$ cat config.mk
export PLATFORM = sky130hd
export DESIGN_NAME = coin_change_sequencer_flat
export DESIGN_NICKNAME = d
export VERILOG_FILES = /design/src/rtl/vend_pkg.sv /design/src/rtl/coin_change_sequencer_if.sv /design/src/rtl/coin_select.sv /design/src/rtl/coin_change_sequencer.sv /design/src/flat_wrapper.sv
export SDC_FILE = /design/constraint.sdc
export NUM_CORES = 1
export LEC_CHECK = 0
export BUFFER_PORTS_ARGS = -buffer_cell sky130_fd_sc_hd__buf_2
export CELL_PAD_IN_SITES_DETAIL_PLACEMENT = 1
export CELL_PAD_IN_SITES_GLOBAL_PLACEMENT = 1
export CORE_MARGIN = 4
export CORE_UTILIZATION = 47
export DETAILED_ROUTE_END_ITERATION = 8
export PLACE_DENSITY = 0.93
export SLEW_MARGIN = 20
export SYNTH_ARGS = -nofsm -noshare
export SYNTH_HDL_FRONTEND = slang
export SYNTH_SLANG_ARGS = --single-unit
$ cat constraint.sdc
create_clock -name clk -period 4.9 [get_ports clk]
set_input_delay 0.98 -clock clk [delete_from_list [all_inputs] [get_ports clk]]
set_output_delay 0.98 -clock clk [all_outputs]
set_load 0.01 [all_outputs]
$ cat src/rtl/vend_pkg.sv
// Shared definitions for the vending-machine change path.
//   - coin codes as driven on eject_coin / refill_coin
//   - coin face values in cents
//   - state encoding for the change sequencer FSM
//   - coin_value(): maps a coin code to its value in cents
package vend_pkg;

    typedef logic [1:0] coin_t;
    typedef logic [1:0] state_t;

    localparam coin_t NICKEL  = 2'd0;
    localparam coin_t DIME    = 2'd1;
    localparam coin_t QUARTER = 2'd2;
    localparam coin_t DOLLAR  = 2'd3;

    localparam logic [7:0] NICKEL_CENTS  = 8'd5;
    localparam logic [7:0] DIME_CENTS    = 8'd10;
    localparam logic [7:0] QUARTER_CENTS = 8'd25;
    localparam logic [7:0] DOLLAR_CENTS  = 8'd100;

    localparam state_t IDLE   = 2'd0;
    localparam state_t SELECT = 2'd1;
    localparam state_t EJECT  = 2'd2;
    localparam state_t DONE   = 2'd3;

    function automatic logic [7:0] coin_value(input coin_t coin);
        logic [7:0] value;
        case (coin)
            NICKEL:  value = NICKEL_CENTS;
            DIME:    value = DIME_CENTS;
            QUARTER: value = QUARTER_CENTS;
            default: value = DOLLAR_CENTS;
        endcase
        return value;
    endfunction

endpackage

$ cat src/rtl/coin_change_sequencer_if.sv
// Request and coin-ejection handshakes of the change sequencer.
//   req_valid / req_ready / req_cents : change request from the vending logic
//   eject_valid / eject_coin / eject_ack : one-coin-at-a-time hopper handshake
// master: vending logic + hoppers.  slave: the sequencer.
interface coin_change_sequencer_if;
    import vend_pkg::*;

    logic       req_valid;
    logic       req_ready;
    logic [7:0] req_cents;
    logic       eject_valid;
    coin_t      eject_coin;
    logic       eject_ack;

    modport master (
        output req_valid,
        output req_cents,
        output eject_ack,
        input  req_ready,
        input  eject_valid,
        input  eject_coin
    );

    modport slave (
        input  req_valid,
        input  req_cents,
        input  eject_ack,
        output req_ready,
        output eject_valid,
        output eject_coin
    );

endinterface

$ cat src/rtl/coin_select.sv
// Combinational greedy coin picker.
//   remain_cents : amount still owed
//   inv_nz       : per-coin "inventory not empty" flags, indexed by coin code
//   found        : some coin is both affordable and in stock
//   coin         : largest such coin (dollar, quarter, dime, nickel order)
module coin_select
    import vend_pkg::*;
(
    input  logic [7:0] remain_cents,
    input  logic [3:0] inv_nz,
    output logic       found,
    output coin_t      coin
);

    always_comb begin
        found = 1'b0;
        coin  = NICKEL;
        if (inv_nz[DOLLAR] && remain_cents >= DOLLAR_CENTS) begin
            found = 1'b1;
            coin  = DOLLAR;
        end else if (inv_nz[QUARTER] && remain_cents >= QUARTER_CENTS) begin
            found = 1'b1;
            coin  = QUARTER;
        end else if (inv_nz[DIME] && remain_cents >= DIME_CENTS) begin
            found = 1'b1;
            coin  = DIME;
        end else if (inv_nz[NICKEL] && remain_cents >= NICKEL_CENTS) begin
            found = 1'b1;
            coin  = NICKEL;
        end
    end

endmodule

$ cat src/rtl/coin_change_sequencer.sv
// Change payout sequencer: accepts an amount in cents, then ejects coins one at a
// time, largest affordable in-stock coin first, until nothing more can be paid.
//   clk, rst_n        : clock (rising edge), asynchronous active-low reset
//   bus (slave)       : request and ejection handshakes
//   refill/refill_coin: add one coin of the given denomination to inventory
//   done, short       : end-of-transaction pulse; short flags an unpaid residue
//   remain_cents      : unpaid residue of the current / last transaction
//   change_*          : coins ejected per denomination in the current / last transaction
module coin_change_sequencer
    import vend_pkg::*;
#(
    parameter int unsigned INV_W    = 4,
    parameter int unsigned INIT_INV = 15
) (
    input  logic                   clk,
    input  logic                   rst_n,
    coin_change_sequencer_if.slave bus,
    input  logic                   refill,
    input  coin_t                  refill_coin,
    output logic                   done,
    output logic                   short,
    output logic [7:0]             remain_cents,
    output logic [5:0]             change_nickels,
    output logic [5:0]             change_dimes,
    output logic [5:0]             change_quarters,
    output logic [5:0]             change_dollar
);

    localparam logic [INV_W-1:0] INV_INIT = INV_W'(INIT_INV);
    localparam logic [INV_W-1:0] INV_MAX  = '1;

    state_t                  state_q, state_d;
    coin_t                   coin_q, coin_d;
    logic [7:0]              remain_q, remain_d;
    logic [3:0][5:0]         cnt_q, cnt_d;
    logic [3:0][INV_W-1:0]   inv_q, inv_d;
    logic [3:0]              inv_nz;
    logic                    sel_found;
    coin_t                   sel_coin;
    logic                    accept;
    logic                    ack_fire;

    always_comb begin
        for (int i = 0; i < 4; i++) begin
            inv_nz[i] = |inv_q[i];
        end
    end

    coin_select u_coin_select (
        .remain_cents (remain_q),
        .inv_nz       (inv_nz),
        .found        (sel_found),
        .coin         (sel_coin)
    );

    assign accept   = (state_q == IDLE) && bus.req_valid;
    // Acks outside EJECT are not a handshake and must not touch any state.
    assign ack_fire = (state_q == EJECT) && bus.eject_ack;

    always_comb begin
        state_d  = state_q;
        coin_d   = coin_q;
        remain_d = remain_q;
        cnt_d    = cnt_q;
        case (state_q)
            IDLE: begin
                if (accept) begin
                    remain_d = bus.req_cents;
                    cnt_d    = '0;
                    state_d  = SELECT;
                end
            end
            SELECT: begin
                if (sel_found) begin
                    coin_d  = sel_coin;
                    state_d = EJECT;
                end else begin
                    state_d = DONE;
                end
            end
            EJECT: begin
                if (ack_fire) begin
                    remain_d        = remain_q - coin_value(coin_q);
                    cnt_d[coin_q]   = cnt_q[coin_q] + 6'd1;
                    state_d         = SELECT;
                end
            end
            default: begin
                state_d = IDLE;
            end
        endcase
    end

    // A refill and an ejection of the same coin on one edge cancel out; a refill
    // into a full counter is dropped.
    always_comb begin
        for (int i = 0; i < 4; i++) begin
            inv_d[i] = inv_q[i];
            if (ack_fire && coin_q == coin_t'(i)) begin
                if (!(refill && refill_coin == coin_t'(i))) begin
                    inv_d[i] = inv_q[i] - 1'b1;
                end
            end else if (refill && refill_coin == coin_t'(i) && inv_q[i] != INV_MAX) begin
                inv_d[i] = inv_q[i] + 1'b1;
            end
        end
    end

    always_ff @(posedge clk or negedge rst_n) begin
        if (!rst_n) begin
            state_q  <= IDLE;
            coin_q   <= NICKEL;
            remain_q <= '0;
            cnt_q    <= '0;
            inv_q    <= {4{INV_INIT}};
        end else begin
            state_q  <= state_d;
            coin_q   <= coin_d;
            remain_q <= remain_d;
            cnt_q    <= cnt_d;
            inv_q    <= inv_d;
        end
    end

    assign bus.req_ready   = (state_q == IDLE);
    assign bus.eject_valid = (state_q == EJECT);
    assign bus.eject_coin  = coin_q;

    assign done            = (state_q == DONE);
    assign short           = (state_q == DONE) && (remain_q != 8'd0);
    assign remain_cents    = remain_q;
    assign change_nickels  = cnt_q[NICKEL];
    assign change_dimes    = cnt_q[DIME];
    assign change_quarters = cnt_q[QUARTER];
    assign change_dollar   = cnt_q[DOLLAR];

    // The hoppers rely on the coin code holding steady until they ack it.
    a_coin_stable: assert property (
        @(posedge clk) disable iff (!rst_n)
        (bus.eject_valid && !bus.eject_ack) |=> (bus.eject_valid && $stable(bus.eject_coin))
    );

endmodule

$ cat src/flat_wrapper.sv
// flat-port wrapper written by rule: the top's interface ports become plain ports
module coin_change_sequencer_flat import vend_pkg::*;
#(
    parameter int unsigned INV_W    = 4,
    parameter int unsigned INIT_INV = 15
)
  (clk, rst_n, refill, refill_coin, done, short, remain_cents, change_nickels, change_dimes, change_quarters, change_dollar, bus_req_valid, bus_req_cents, bus_eject_ack, bus_req_ready, bus_eject_valid, bus_eject_coin);
  coin_change_sequencer_if bus_i ();
  input  logic clk;
  input  logic rst_n;
  input  logic refill;
  input  coin_t refill_coin;
  output logic done;
  output logic short;
  output logic [7:0] remain_cents;
  output logic [5:0] change_nickels;
  output logic [5:0] change_dimes;
  output logic [5:0] change_quarters;
  output logic [5:0] change_dollar;
  input wire logic [$bits(bus_i.req_valid)-1:0] bus_req_valid;
  input wire logic [$bits(bus_i.req_cents)-1:0] bus_req_cents;
  input wire logic [$bits(bus_i.eject_ack)-1:0] bus_eject_ack;
  output wire logic [$bits(bus_i.req_ready)-1:0] bus_req_ready;
  output wire logic [$bits(bus_i.eject_valid)-1:0] bus_eject_valid;
  output wire logic [$bits(bus_i.eject_coin)-1:0] bus_eject_coin;
  assign bus_i.req_valid = bus_req_valid;
  assign bus_i.req_cents = bus_req_cents;
  assign bus_i.eject_ack = bus_eject_ack;
  assign bus_req_ready = bus_i.req_ready;
  assign bus_eject_valid = bus_i.eject_valid;
  assign bus_eject_coin = bus_i.eject_coin;
  coin_change_sequencer #(.INV_W(INV_W), .INIT_INV(INIT_INV)) u_core (.clk(clk), .rst_n(rst_n), .bus(bus_i), .refill(refill), .refill_coin(refill_coin), .done(done), .short(short), .remain_cents(remain_cents), .change_nickels(change_nickels), .change_dimes(change_dimes), .change_quarters(change_quarters), .change_dollar(change_dollar));
endmodule
==> metrics <==
syn nets=between 300 and 400; Worst Tran Pin Value=0.833 ns; CP startpoint=u_core.state_q[1]$_DFFE_PN0P_; required time worst endpoint=3.92 ns; FF-to-FF setup slack=2.10 ns; Distinct cells, synth=54; largest net degree at the start of global routing=53; WL/cell=between 15 and 20 um; Hold Fails Final Rpt=0; Avg Cell Area, Syn=9.74 sq um; critical path endpoint category=output pin; Root Buffer=clkbuf_8; vias after detailed routing=around 2800; die area=8400 sq um; most frequent cells in the layout=52 x buf_2, 43 x nand2_1, 36 x dfrtp_1, 27 x o21ai_0, 22 x inv_1; Die H=around 92 um; RSZ-0062 raised after global routing=false; Clock Sinks=52; fin crit period=3.08 ns; register bit count reported by yosys=52; input/output buffers=52; fin worst setup slack=1.82 ns; Clock Latency Late Sink=0.31 ns; dpl ws=2.09 ns; Reg clk slew, reported paths=0.10 ns; RD Place Congestion=0.856; worst r2r dst=u_core.remain_cents[4]$_DFFE_PN0P_; H-Tree Depth=2; first-pass GRT wire length=15500 um; FMAX=325 MHz; cts hold-fix bufs=0; Seq/Total Area, Yosys=40.2%; Setup Fix Bufs, Post-CTS=0; Post-Synthesis Cells=338; Initial Utilization=48.4%; relative slew slack=44.3%; Overflow after GRT=0; Tot GR Track Use=approximately 23%; initial antenna violation count=0; Core Rows=30; Worst Reg-to-Reg Cells=11; drt first pass iters=4; IO Pins=53; Inserted Clock Buffers=5; CP endpoint=bus_eject_valid; Max Cap Viol=0; FF-to-FF Start=u_core.bus.eject_coin[0]$_DFFE_PN0P_; final setup vio count=0; CTS tree=built; routed wire length=8930 um; chip width=91.7 um; residual DRC count=0; maximum vdd drop=roughly 230 uV; Worst Skew=around 0.013 ns; Critical Path Fanout Max=15; Worst setup SP type=flop; Mapped Area=3290 sq um; final design utilization=55.0%; Total Neg Setup Slack=0 ns; vias in the first global route=around 3100; CP Class=flop to output pin; core area=6790 sq um; area added between synthesis and finish=13.6%; PwrDens=649 nW/um^2; commonest non-fill, non-tap cell in the layout=buf_2; layout cell share with drive strength beyond 1=about 25%; Clock Path Buffers=2; 1st-iter DRT viols=127; vias per cell=5.74; CP arrival=2.10 ns; DP HPWL=between 6000 and 7000 um; fill cell count=813; LEAKAGE=1.78 nW; number of synthesis warnings=0; PostCTS Resize Cnt=0; Power, Total=2.43 mW; FF/Latch Area=1320 sq um; fin crit share=62.9%; Final Max Slew Viols=0; antenna viol nets, final=0; # nets final=428; area of the multi-input gates=between 1500 and 2000 sq um; status=finished, final reports clean; antenna fix cells=0; Hold Crit Class=flop to flop
## where the power goes
group	switching (mW)	internal, mW	leakage, nW	total, mW
sequential	0.226	0.610	0.644	0.836
clock	0.149	0.167	0.0614	0.316
combinational	0.722	0.553	1.08	1.27
## sequential cells by signal, summed over array words and instances, names as in the netlist
| register | count |
|---|---|
| u_core.inv_q | 16 |
| u_core.remain_cents | 8 |
| u_core.change_dimes | 6 |
| u_core.change_dollar | 6 |
| u_core.change_nickels | 6 |
| u_core.change_quarters | 6 |
| u_core.bus.eject_coin | 2 |
| u_core.state_q | 2 |
## layer usage
metal | global-route usage [%] | vias up | part of all wire (%)
met5 | 0 | - | 0
met4 | 6.66 | 0 | 1.5
met3 | 3.45 | 13 | 4.1
met2 | 39.5 | 67 | 52
met1 | 29.7 | 1409 | 43
li1 | - | 1294 | -
## metrics by stage
step           hold WS, ns  instances  instance area [sq um]
6_report             0.507        485                   3740
5_1_grt              0.525        485                   3740
4_1_cts              0.507        485                   3740
3_5_place_dp         0.491        477                   3620
3_3_place_gp         0.484        477                   3620
2_1_floorplan        0.477        338                   3290
## layout make-up
| cell class | instances | area share (%) |
|---|---|---|
| Multi-Input combinational cell | 253 | 48.7 |
| Timing Repair Buffer | 53 | 7.16 |
| Tap cell | 96 | 3.21 |
| Sequential cell | 52 | 35.3 |
| Clock inverter | 2 | 1.04 |
| Clock buffer | 6 | 2.21 |
| Inverter | 23 | 2.31 |
## cell usage after synthesis (all sizes together)
library cell,count,share of area (%)
o31ai,4,1.4
mux2i,3,0.91
buf,8,1.6
and2,1,0.19
nor2b,2,0.38
a31oi,4,0.76
xor2,6,1.6
mux4,6,4.2
o211ai,1,0.23
inv,22,2.5
nand3b,1,0.23
nand3,11,1.8
o21ai,39,5.9
dfstp,16,13
and3,1,0.19
clkbuf,2,0.23
or2,5,1.0
or3,3,0.57
o41ai,1,0.27
and3b,1,0.27
a21o,8,1.8
nor3,6,0.91
nor4,4,0.76
nand4,4,0.76
fa,5,3.0
o21a,3,0.68
a21oi,21,3.2
nor3b,1,0.23
nand2,43,4.9
o2111ai,1,0.27
a211oi,2,0.46
o221ai,2,0.53
xnor2,17,4.8
nand2b,1,0.19
o311ai,1,0.27
ha,20,7.6
dfrtp,36,27
clkinv,1,0.11
nor2,18,2.1
o22ai,1,0.19
nand4b,5,2.4
mux2,1,0.34
## worst max-delay path, cell delays in order (launching register included)
cell      delay [ns]
dfrtp_1         0.65
nand2b_1        0.51
clkinv_1        0.38
buf_2           0.24
## logic make-up after synthesis
group                    count (synthesis)  share of synthesized area [%]
multiplexers                            10                           5.48
adder cells (fa/ha/maj)                 25                           10.6
flip-flops                              52                           40.2
buffers and inverters                   33                           4.49
AO/OA/AOI/OAI                           88                           16.0
XOR/XNOR                                23                           6.35
AND/OR/NAND/NOR                        107                           16.9
## worst min path at each step
| stage | start | end | slack (ns) | depth (start not counted) |
|---|---|---|---|---|
| floorplan | u_core.inv_q[15]$_DFFE_PN1P_ | u_core.inv_q[15]$_DFFE_PN1P_ | 0.48 | 1 |
| global placement | u_core.inv_q[3]$_DFFE_PN1P_ | u_core.inv_q[3]$_DFFE_PN1P_ | 0.48 | 1 |
| detailed placement | u_core.inv_q[15]$_DFFE_PN1P_ | u_core.inv_q[15]$_DFFE_PN1P_ | 0.49 | 1 |
| CTS | u_core.inv_q[15]$_DFFE_PN1P_ | u_core.inv_q[15]$_DFFE_PN1P_ | 0.51 | 1 |
| global route | u_core.inv_q[7]$_DFFE_PN1P_ | u_core.inv_q[7]$_DFFE_PN1P_ | 0.53 | 1 |
| finish | u_core.inv_q[7]$_DFFE_PN1P_ | u_core.inv_q[7]$_DFFE_PN1P_ | 0.51 | 1 |
(Power assumes the default switching activity.)
